--- src/rtl/dot_accumulator.sv ---
// dot_accumulator: sums N_TERMS products and requantizes the result to 8 bits
// (DOT_ACC_ROUND_EN selects half-up rounding instead of truncation).
module dot_accumulator #(
  parameter int N_TERMS = 16,
  parameter int ACC_W   = 24,
  parameter int SHIFT   = 8
) (
  input  logic             clk,
  input  logic             rst,
  input  logic             clear,
  input  logic             in_valid,
  input  logic [15:0]      in_product,
  output logic             in_ready,
  output logic             out_valid,
  input  logic             out_ready,
  output logic [7:0]       out_data,
  output logic [ACC_W-1:0] out_sum,
  output logic             ovf_err
);
  localparam int CW = $clog2(N_TERMS);
`ifdef DOT_ACC_ROUND_EN
  localparam logic [ACC_W:0] HALF = ({{ACC_W{1'b0}}, 1'b1} << SHIFT) >> 1;
`endif
  logic [ACC_W-1:0] acc, sum_c, res_sum;
  logic [ACC_W:0]   sum_w, res_r;
  logic [CW-1:0]    cnt;
  logic             pend, accept, done, load_new, xfer;
  assign in_ready = !pend;
  always_comb begin
    sum_w    = {1'b0, acc} + (ACC_W+1)'(in_product);
    sum_c    = sum_w[ACC_W] ? '1 : sum_w[ACC_W-1:0];
    accept   = in_valid && in_ready && !clear;
    done     = accept && cnt == CW'(N_TERMS - 1);
    load_new = done && (!out_valid || out_ready);
    xfer     = pend && out_ready && !clear;
    // One requantizer serves both the direct load and the pending transfer
    res_sum  = load_new ? sum_c : acc;
`ifdef DOT_ACC_ROUND_EN
    res_r    = ({1'b0, res_sum} + HALF) >> SHIFT;
`else
    res_r    = {1'b0, res_sum} >> SHIFT;
`endif
  end
  always_ff @(posedge clk or posedge rst) begin
    if (rst) begin
      acc       <= '0;
      cnt       <= '0;
      pend      <= 1'b0;
      out_valid <= 1'b0;
      out_data  <= '0;
      out_sum   <= '0;
      ovf_err   <= 1'b0;
    end else begin
      if (in_valid && !in_ready && !clear) ovf_err <= 1'b1;
      if (clear) begin
        acc  <= '0;
        cnt  <= '0;
        pend <= 1'b0;
      end else if (done) begin
        acc  <= load_new ? '0 : sum_c;
        cnt  <= '0;
        pend <= !load_new;
      end else if (accept) begin
        acc <= sum_c;
        cnt <= cnt + 1'b1;
      end else if (xfer) begin
        acc  <= '0;
        cnt  <= '0;
        pend <= 1'b0;
      end
      if (load_new || xfer) begin
        out_valid <= 1'b1;
        out_sum   <= res_sum;
        out_data  <= |res_r[ACC_W:8] ? 8'hff : res_r[7:0];
      end else if (out_valid && out_ready) begin
        out_valid <= 1'b0;
      end
    end
  end
endmodule

--- config.mk ---
export PLATFORM = sky130hd
export DESIGN_NAME = dot_accumulator
export DESIGN_NICKNAME = d
export VERILOG_FILES = /design/src/rtl/dot_accumulator.sv
export SDC_FILE = /design/constraint.sdc
export NUM_CORES = 1
export LEC_CHECK = 0
export CAP_MARGIN = 20
export CORE_MARGIN = 1
export CORE_UTILIZATION = 35
export CTS_CLUSTER_DIAMETER = 150
export DETAILED_ROUTE_END_ITERATION = 10
export PLACE_DENSITY_LB_ADDON = 0.25
export SYNTH_ARGS = -nofsm -noshare
export SYNTH_HDL_FRONTEND = slang
export SYNTH_SLANG_ARGS = --single-unit
--- constraint.sdc ---
create_clock -name clk -period 8.05 [get_ports clk]
set_input_delay 1.2075 -clock clk [delete_from_list [all_inputs] [get_ports clk]]
set_output_delay 1.2075 -clock clk [all_outputs]
set_load 0.01 [all_outputs]
==> impl_metrics.env <==
export IMPL_n_fill_cell=1081
export IMPL_muxShareOfSynthArea_pct=0.255
export IMPL_numPortBuffers=55
export IMPL_rrSetupSlack_ns=4.62
export IMPL_dieArea_um2=11700
export IMPL_first_iter_violations=211
export IMPL_required_ns=8.24
export IMPL_dp_slack_ns=3.41
export IMPL_crit_arrival_ns=4.57
export IMPL_clock_latency_ns=0.35
export IMPL_fmax_mhz=229
export IMPL_endpoint_kind="register"
export IMPL_synth_adder_area_share_pct=5.92
export IMPL_die_h_um=108
export IMPL_grt_pass1_wl_um=18000
export IMPL_worstHoldStart="ovf_err"
export IMPL_synth_nets=491
export IMPL_io_pin_count=56
export IMPL_ys_seq_elements=63
export IMPL_wl_per_cell_um=16.6
export IMPL_postSynthAreaPerCell_um2=8.70
export IMPL_grt_total_usage_pct=19.9
export IMPL_whs_path_depth=1
export IMPL_viasPerCell=5.63
export IMPL_cts_made_buffers=9
export IMPL_cts_sinks=63
export IMPL_path_class="primary input to register"
export IMPL_layout_min_cycle_time_ns=4.37
export IMPL_synth_edf_count=0
export IMPL_cts_htree_levels=3
export IMPL_slew_headroom_pct=32.8
export IMPL_holdPathEnd="ovf_err"
export IMPL_cts_tree="done"
export IMPL_grt_max_degree=64
export IMPL_cp_start_kind="primary input"
export IMPL_ys_flop_type="dfrtp_1"
export IMPL_finalWorstSetupSlack_ns=3.68
export IMPL_hold_violations=0
export IMPL_drt_first_pass_iters=5
export IMPL_num_rows=38
export IMPL_dp_cells=630
export IMPL_synth_top_family_by_area="compound AO/OA/AOI/OAI gates"
export IMPL_multi_input_area_um2=2230
export IMPL_maxCapViolCount=0
export IMPL_netlist_area_um2=3930
export IMPL_regArea_um2=1580
export IMPL_die_width_um=108
export IMPL_initial_utilization_pct=36.1
export IMPL_r2r_cells=7
export IMPL_period_share_pct=54.3
export IMPL_r2r_end="out_data[1]"
export IMPL_final_cells=646
export IMPL_drive_gt1_share_pct=9.09
export IMPL_post_dp_hpwl_um=7460
export IMPL_cts_buffer_depth=2
export IMPL_wirelength_um=10700
export IMPL_postSynth_asyncResetShare_pct=100
export IMPL_num_antenna_cells=0
export IMPL_rr_startpoint="pend"
export IMPL_max_stage_delay_ns=0.84
export IMPL_synth_cell_types=61
export IMPL_power_density_nw_per_um2=187
export IMPL_syn_inst=452
export IMPL_layout_common_cells="dfrtp_1 (63), nand2_1 (62), clkdlybuf4s50_1 (55), nor2_1 (53), o21ai_0 (45)"
export IMPL_hp_class="register to register"
export IMPL_drc=0
export IMPL_whs_ns=0.472
export IMPL_synth_xor_area_share_pct=3.34
export IMPL_clkTransAtPathRegs_ns=0.07
export IMPL_cp_max_fo=26
export IMPL_critPathSlowestCell="nor4_1"
export IMPL_ir_drop_uv=113
export IMPL_grt_pass1_vias=3527
export IMPL_finalSetupViolations=0
export IMPL_core_area_um2=10900
export IMPL_clock_skew_ns=0.0110
export IMPL_ys_seq_area_share_pct=40.1
export IMPL_crit_chain="clkdlybuf4s50_1 > nor2b_1 > nor2b_1 > and4_1 > nand2_1 > nor4_1 > a21o_1 > a41oi_1"
export IMPL_synth_warnings=0
export IMPL_outcome="finished clean"
export IMPL_crit_top_cell="nor2b_1"
export IMPL_holdBufCountCts=0
export IMPL_gp_congestion=0.896
export IMPL_grt_antenna_before_repair=0
export IMPL_via_count=3635
export IMPL_cts_resized=0
export IMPL_mostFrequentLayoutCell="dfrtp_1"
export IMPL_worst_pin_slew_ns=1.01
export IMPL_rsz0062_at_grt="false"
export IMPL_synthSimpleGateAreaFrac_pct=18.7
export IMPL_fin_tns_setup_ns=0
export IMPL_leakagePower_nw=2.05
export IMPL_cts_setup_buffers=0
export IMPL_detail_route_antenna_nets=0
export IMPL_synth_compound_area_share_pct=28.2
export IMPL_overflow=0
export IMPL_maxSlewViolCount=0
export IMPL_areaGrowthSynthToFinish_pct=22.8
export IMPL_cts_root_buffer="clkbuf_8"
export IMPL_finalNetCount=540
-- sequential cells by signal, summed over array words and instances, names as in the netlist --
name / cells
acc: 24
cnt: 4
out_sum: 24
ovf_err: 1
pend: 1
out_data: 8
out_valid: 1
-- synthesized netlist by cell type, drive strengths merged, types with 2 or more instances --
cell type	n	area share [%]
nand2	64	6.2
dfrtp	63	40
nor2	54	5.2
o21ai	50	6.5
a21oi	40	5.7
ha	17	5.4
inv	12	1.1
a21o	11	2.1
clkbuf	11	1.1
buf	10	1.3
o22ai	10	1.9
xnor2	10	2.2
nand4	9	1.4
a22oi	8	1.5
a31oi	8	1.4
a41oi	8	1.8
a211oi	7	2.3
nand3	7	1.0
nor3	7	0.89
nor2b	5	0.80
xor2	5	1.1
o21bai	4	0.86
a22o	3	0.67
and3	3	0.73
and4	2	0.51
o211ai	2	0.38
o32ai	2	0.45
or3	2	0.32
-- routing by layer --
layer	global-route usage, %	wire, µm	vias to the layer above	share of wire [%]
met2	31.4	4860	114	45
met1	27.7	5170	1763	48
met4	5.68	149	0	1.4
met3	3.80	532	14	5.0
met5	0	0	-	0
li1	-	-	1744	-
-- logic make-up after synthesis --
kind of cell / after synthesis
xor+xnor: 15
simple gates: 160
buf+inv: 33
flops: 63
mux: 1
compound gates: 162
fa+ha+maj: 18
-- report_power, final --
part           total, mW  switching [mW]  internal (mW)
clock network      0.319           0.127          0.191
registers          0.356          0.0179          0.338
logic              0.229           0.132         0.0978
total              0.904           0.277          0.627
-- stage by stage --
stage | cell area [µm²] | util, % | total power [mW]
final | 4830 | 44.3 | 0.904
after global routing | 4830 | 44.3 | 0.954
after CTS | 4830 | 44.3 | 0.909
after detailed placement | 4600 | 42.3 | 0.589
after global placement | 4600 | 42.3 | 0.585
after floorplan | 3930 | - | 0.523
-- cell type report --
type | instances | share of cell area, %
Clock buffer | 13 | 3.29
Clock inverter | 3 | 1.35
Inverter | 12 | 0.933
Multi-Input combinational cell | 356 | 46.1
Sequential cell | 63 | 32.7
Tap cell | 140 | 3.63
Timing Repair Buffer | 59 | 12.0
-- worst max-delay path, delay by kind of cell --
family                 cells  cell delay (ns)
buffers and inverters      1             0.47
AO/OA/AOI/OAI              2             0.52
AND/OR/NAND/NOR            5             2.37
-- how the worst max path moves through the flow --
stage,from,to,slack [ns],depth (start not counted)
floorplan,in_product[0],out_data[1],4.51,10
global placement,in_valid,out_data[7],3.45,9
detailed placement,in_valid,out_data[7],3.41,9
CTS,in_valid,out_data[7],3.76,9
global route,in_valid,out_data[1],3.42,8
finish,in_valid,out_data[1],3.68,8
Note: power is estimated with default switching activity, not from simulation.
